==> src/rtl/and_operand_loader.sv <==
// Nibble-serial operand loader for the 16-bit AND array: assembles a then b
// from a valid/ready nibble stream and holds both until op_ack.
// Optional abort input is enabled by defining LOADER_ABORT_EN.
`timescale 1ns/1ps

module and_operand_loader #(
    parameter int NIB_W  = 4,
    parameter int WORD_W = 16
) (
    input  logic              clk,
    input  logic              rst_n,
    input  logic [NIB_W-1:0]  nib_in,
    input  logic              nib_valid,
    output logic              nib_ready,
    output logic [WORD_W-1:0] a,
    output logic [WORD_W-1:0] b,
    output logic              op_valid,
`ifdef LOADER_ABORT_EN
    input  logic              abort,
`endif
    input  logic              op_ack
);

    localparam int NIBS  = WORD_W / NIB_W;
    localparam int CNT_W = (NIBS > 1) ? $clog2(NIBS) : 1;
    localparam logic [CNT_W-1:0] CNT_LAST = CNT_W'(NIBS - 1);

    if ((WORD_W % NIB_W) != 0) begin : g_bad_width
        $error("WORD_W must be a multiple of NIB_W");
    end

    typedef enum logic [1:0] {
        LOAD_A  = 2'd0,
        LOAD_B  = 2'd1,
        PRESENT = 2'd2
    } state_e;

    state_e            state_q, state_d;
    logic [CNT_W-1:0]  cnt_q, cnt_d;
    logic [WORD_W-1:0] a_q, a_d;
    logic [WORD_W-1:0] b_q, b_d;
    logic              xfer;
    logic              last_nib;
    logic              abort_req;

`ifdef LOADER_ABORT_EN
    assign abort_req = abort;
`else
    assign abort_req = 1'b0;
`endif

    assign xfer     = nib_valid & nib_ready;
    assign last_nib = (cnt_q == CNT_LAST);

    // NOTE: the operand registers are reset too, since a and b must read zero
    // straight out of reset; non-blocking updates keep every flop sampling
    // pre-edge values.
    always_ff @(posedge clk or negedge rst_n) begin
        if (!rst_n) begin
            state_q <= LOAD_A;
            cnt_q   <= '0;
            a_q     <= '0;
            b_q     <= '0;
        end else begin
            state_q <= state_d;
            cnt_q   <= cnt_d;
            a_q     <= a_d;
            b_q     <= b_d;
        end
    end

    // NOTE: every signal gets a hold-value default first so no path through
    // the case statement can infer a latch.
    always_comb begin
        state_d = state_q;
        cnt_d   = cnt_q;
        a_d     = a_q;
        b_d     = b_q;
        if (abort_req) begin
            // Abort restarts the load but leaves a/b contents untouched.
            state_d = LOAD_A;
            cnt_d   = '0;
        end else begin
            unique case (state_q)
                LOAD_A: begin
                    if (xfer) begin
                        a_d[cnt_q*NIB_W +: NIB_W] = nib_in;
                        if (last_nib) begin
                            state_d = LOAD_B;
                            cnt_d   = '0;
                        end else begin
                            cnt_d = cnt_q + 1'b1;
                        end
                    end
                end
                LOAD_B: begin
                    if (xfer) begin
                        b_d[cnt_q*NIB_W +: NIB_W] = nib_in;
                        if (last_nib) begin
                            state_d = PRESENT;
                            cnt_d   = '0;
                        end else begin
                            cnt_d = cnt_q + 1'b1;
                        end
                    end
                end
                PRESENT: begin
                    if (op_ack) begin
                        state_d = LOAD_A;
                        cnt_d   = '0;
                    end
                end
                default: begin
                    state_d = LOAD_A;
                    cnt_d   = '0;
                end
            endcase
        end
    end

    always_comb begin
        nib_ready = 1'b0;
        op_valid  = 1'b0;
        unique case (state_q)
            LOAD_A, LOAD_B: nib_ready = 1'b1;
            PRESENT:        op_valid  = 1'b1;
            default:        nib_ready = 1'b0;
        endcase
    end

    assign a = a_q;
    assign b = b_q;

endmodule

==> config.mk <==
export PLATFORM = sky130hd
export DESIGN_NAME = and_operand_loader
export DESIGN_NICKNAME = d
export VERILOG_FILES = /design/src/rtl/and_operand_loader.sv
export SDC_FILE = /design/constraint.sdc
export NUM_CORES = 1
export LEC_CHECK = 0
export BUFFER_PORTS_ARGS = -buffer_cell sky130_fd_sc_hd__buf_4
export CORE_AREA = 2 2 123 65
export DETAILED_ROUTE_END_ITERATION = 6
export DIE_AREA = 0 0 125 67
export PLACE_DENSITY = 0.51
export SLEW_MARGIN = 30
export SYNTH_ARGS = -nofsm -noshare
export SYNTH_HDL_FRONTEND = slang
export SYNTH_SLANG_ARGS = --single-unit
==> constraint.sdc <==
create_clock -name clk -period 3.5 [get_ports clk]
set_input_delay 0.525 -clock clk [delete_from_list [all_inputs] [get_ports clk]]
set_output_delay 0.525 -clock clk [all_outputs]
set_load 0.005 [all_outputs]
### Word-level counts from Yosys, hierarchy flattened

Index checks and enable logic that the tools add are counted.

| word-level totals | value |
|---|---|
| register bits after elaboration | 36 |

| operators by class | value |
|---|---|
| muxes and demuxes | 13 |
| reduce and logical (&&, ||, !) cells | 6 |
| bitwise gates (word level) | 1 |
| shifts and indexed selects | 2 |
| add/sub/neg operators | 2 |
| equal/unequal tests | 9 |

Operators by type and width:

| operator | number |
|---|---|
| $neg 4->34 | 1 |
| $shift 4x34->16 const A | 1 |
| $shiftx 4x34->16 | 1 |
| $bwmux 16 | 2 |
| $mux 2 | 7 |
| $ne 2x2->1 const B | 5 |
| $pmux 2 s3 | 1 |
| $reduce_and 2->1 | 3 |
| $reduce_and 5->1 | 1 |
| $eq 2x2->1 const B | 2 |
| $pmux 2 s2 | 1 |
| $add 2x1->2 const B | 1 |
| $eq 2x1->1 const B | 1 |
| $logic_not 2->1 | 1 |
| $mux 1 | 2 |
| $ne 2x1->1 const B | 1 |
| $reduce_or 2->1 | 1 |
| $and 1x1->1 | 1 |

### Longest topological paths before layout

| logic depth | value |
|---|---|
| depth after elaboration | 6 |
| mapped depth | 6 |
| mapped depth without buffers | 4 |

### Worst setup path before layout

No wires, ideal clock.

| timing path | value |
|---|---|
| path kind | register to register |
| start point | reg cnt_q[0] |
| end point | reg a_q[11] (netlist: a[11]) |
| library setup time | 125 ps |
| data required time | 3375 ps |
| clock period less this slack | 1894 ps |
| path buffers | 2 |
| stages on the path, launching flop included | 7 |
| arrival time | 1769 ps |
| slack | 1606 ps |
| path through | dfrtp_1 > clkbuf_1 > inv_1 > ha_1 > buf_2 > and4bb_2 > mux2_2 |

| between the ends | value |
|---|---|
| longest elaborated chain between the ends | 3 |
| elaborated cells between the ends (all ways) | 4 |

Ends and longest elaborated chain:

| item | RTL line | RTL |
|---|---|---|
| start: declaration | 39 | `logic [CNT_W-1:0] cnt_q, cnt_d;` |
| start signal: assignment | 66 | `cnt_q <= cnt_d;` |
| $neg 4->34 * | 87 | `a_d[cnt_q*NIB_W +: NIB_W] = nib_in;` |
| $shiftx 4x34->16 or $shift 4x34->16 (tied branches) | 87 |  |
| $bwmux 16 * | 87 |  |
| end signal: assignment | 62 | `a_q <= '0;` |
| end signal: assignment | 67 | `a_q <= a_d;` |
| end: declaration | 40 | `logic [WORD_W-1:0] a_q, a_d;` |

Every way passes the cells marked *; elsewhere a longest branch is shown, timed or not.
A chain may end at the register's enable or synchronous reset.

### Final worst setup path

| timing path | value |
|---|---|
| start point | reg cnt_q[0] |
| end point | reg b_q[13] (netlist: b[13]) |

| between the ends | value |
|---|---|
| longest elaborated chain between the ends | 3 |
| elaborated cells between the ends (all ways) | 4 |

Ends and longest elaborated chain:

| item | RTL line | RTL |
|---|---|---|
| $neg 4->34 * | 98 | `b_d[cnt_q*NIB_W +: NIB_W] = nib_in;` |
| $shiftx 4x34->16 or $shift 4x34->16 (tied branches) | 98 |  |
| $bwmux 16 * | 98 |  |
| end signal: assignment | 63 | `b_q <= '0;` |
| end signal: assignment | 68 | `b_q <= b_d;` |
| end: declaration | 41 | `logic [WORD_W-1:0] b_q, b_d;` |

Marked as above.

==> flow_metrics.env <==
export IMPL_diodes=0
export IMPL_vias=1121
export IMPL_final_common_cell="buf_4"
export IMPL_final_cells=258
export IMPL_grt_busiest_layer="met2"
export IMPL_post_drt_wl_per_cell_um=14.9
export IMPL_dp_cells=250
export IMPL_period_minus_slack_ns=2.13
export IMPL_clock_path_buffers=2
export IMPL_crit_type="reg2reg"
export IMPL_cts_hold_buf=0
export IMPL_die_h_um=67
export IMPL_slew_violations=0
export IMPL_die_w_um=125
export IMPL_num_rows=22
export IMPL_critPathMaxFanout=21
export IMPL_htree_levels=2
export IMPL_critPathBufInv=1
export IMPL_drc=0
export IMPL_leakage_nw=1.20
export IMPL_grt_pass1_vias=1196
export IMPL_max_cap_violations=0
export IMPL_layout_area_seq_um2=901
export IMPL_worst_path_max_delay_cell="dfrtp_1"
export IMPL_root_buffer="clkbuf_16"
export IMPL_grt_pass1_wl_um=6260
export IMPL_area_growth_pct=31.9
export IMPL_p_per_area_nw_per_um2=830
export IMPL_drive_above_1_share=0.623
export IMPL_syn_area_per_cell_um2=15.1
export IMPL_grt_max_degree=37
export IMPL_fp_dieArea_um2=8380
export IMPL_use_met3=0.0209
export IMPL_synth_async_reset_ratio=1.00
export IMPL_fmax_mhz=469
export IMPL_cts_made_buffers=5
export IMPL_viasPerCell=4.34
export IMPL_fillCellCount=731
export IMPL_cts_resized=0
export IMPL_required_ns=3.66
export IMPL_yosysWarnings=0
export IMPL_worstMarginPinSlew_ns=0.559
export IMPL_ir_drop_mv=0.268
export IMPL_clock_sinks=36
export IMPL_period_share=0.609
export IMPL_synth_seq_cells=36
export IMPL_synth_seq_area_share=0.501
export IMPL_setup_viol=0
export IMPL_synth_edf_count=0
export IMPL_ant_nets=0
export IMPL_netlist_area_um2=1800
export IMPL_cpLargestDelayFamily="flip-flops"
export IMPL_boundaryPins=42
export IMPL_crit_path_end_kind="flip-flop"
export IMPL_fin_tns_setup_ns=0
export IMPL_gp_congestion=0.661
export IMPL_place_hpwl_um=2770
export IMPL_dr_pass1_iters=4
export IMPL_r2r_start="cnt_q[0]$_DFFE_PN0P_"
export IMPL_grt_overflow_total=0
export IMPL_antenna_found_initial=0
export IMPL_drtIter0Drc=48
export IMPL_finClkSkew_ns=0.00367
export IMPL_crit_start="cnt_q[0]$_DFFE_PN0P_"
export IMPL_cts_setup_buffers=0
export IMPL_final_cell_mix="buf_4 (41), dfrtp_1 (36), mux2_2 (32), and4bb_2 (15), ha_1 (6)"
export IMPL_ys_flop_type="dfrtp_1"
export IMPL_crit_arrival_ns=2.29
export IMPL_rsz0062_at_grt="no"
export IMPL_cts_tree="built"
export IMPL_grt_use_met2=0.153
export IMPL_status="completed"
export IMPL_layout_nets=175
export IMPL_grt_util_met1=0.128
export IMPL_core_area_um2=7210
export IMPL_clk_insertion_delay_late_ns=0.27
export IMPL_crit_path_start_kind="flip-flop"
export IMPL_synthCells=119
export IMPL_synth_distinct_cells=26
export IMPL_crit_chain="inv_1 > ha_1 > and4bb_2 > mux2_2"
export IMPL_max_stage_delay_ns=0.67
export IMPL_multiInputGateArea_um2=847
export IMPL_numPortBuffers=41
export IMPL_clk_pin_slew_ns=0.06
export IMPL_initial_utilization=0.249
export IMPL_maxSlewHeadroom=0.627
export IMPL_hold_viol_final=0
export IMPL_syn_num_nets=133
export IMPL_drt_total_wl_um=3840
export IMPL_grt_usage=0.0959
export IMPL_hold_path_class="in2async"
-- registers in the layout, indices dropped and copies added, names as in the netlist --
register  flops
b            16
cnt_q         2
state_q       2
a            16
-- cells in the mapped netlist (2+ instances only) --
| cell type | count | area, um^2 |
|---|---|---|
| and4bb_2 | 15 | 188 |
| inv_1 | 3 | 11.3 |
| buf_2 | 2 | 10.0 |
| mux2_2 | 32 | 360 |
| nand4b_4 | 3 | 71.3 |
| dfrtp_1 | 36 | 901 |
| and4b_1 | 4 | 40.0 |
| ha_1 | 6 | 75.1 |
-- layer usage --
metal	wire length [um]	share of wire	vias up
li1	-	-	535
met1	1940	0.50	564
met2	1770	0.46	17
met3	98	0.025	5
met4	42	0.011	0
met5	0	0	-
-- path summary, 6_finish.rpt --
check                                  endpoint  cells after the start  slack (ns)
setup / recovery              b[13]$_DFFE_PN0P_                      4        1.37
hold / removal                 a[8]$_DFFE_PN0P_                      1        0.20
setup reg to reg              b[13]$_DFFE_PN0P_                      4        1.37
hold reg to reg                a[1]$_DFFE_PN0P_                      1        0.51
max in group asynchronous      a[6]$_DFFE_PN0P_                      1        2.97
min in group clk           cnt_q[1]$_DFFE_PN0P_                      2        0.47
-- power by group --
part	leakage [nW]	internal [mW]	switching (mW)
Sequential	0.487	0.559	0.143
Clock	0.0901	0.375	0.162
Combinational	0.627	0.442	0.286
Total	1.20	1.38	0.592
-- area by class of cell --
class                           instances  area share
Inverter                                3     0.00475
Clock inverter                          1      0.0127
Multi-Input combinational cell         74       0.357
Clock buffer                            7      0.0644
Tap cell                               96      0.0507
Sequential cell                        36       0.380
Timing Repair Buffer                   41       0.130
-- cell families (layout without fill, tap and decap cells) --
kind of cell / count (synthesis) / after routing / share of synthesized area
AOI/OAI and AO/OA: 6 / 6 / 0.0265
muxes: 33 / 33 / 0.206
buffers and inverters: 9 / 52 / 0.0272
DFF: 36 / 36 / 0.501
adders and majority gates: 6 / 6 / 0.0418
and+or+nand+nor: 29 / 29 / 0.197
-- metrics by stage --
step / hold slack (ns) / cell area, um^2 / power [mW] / util / worst slack, ns
2_1_floorplan: 0.229 / 1800 / 1.13 / - / 1.61
4_1_cts: 0.221 / 2370 / 1.99 / 0.329 / 1.42
6_report: 0.199 / 2370 / 1.97 / 0.329 / 1.37
3_5_place_dp: 0.501 / 2190 / 1.44 / 0.303 / 1.45
3_3_place_gp: 0.493 / 2190 / 1.42 / 0.303 / 1.52
5_1_grt: 0.243 / 2370 / 2.10 / 0.329 / 1.24
(Power assumes the default switching activity.)
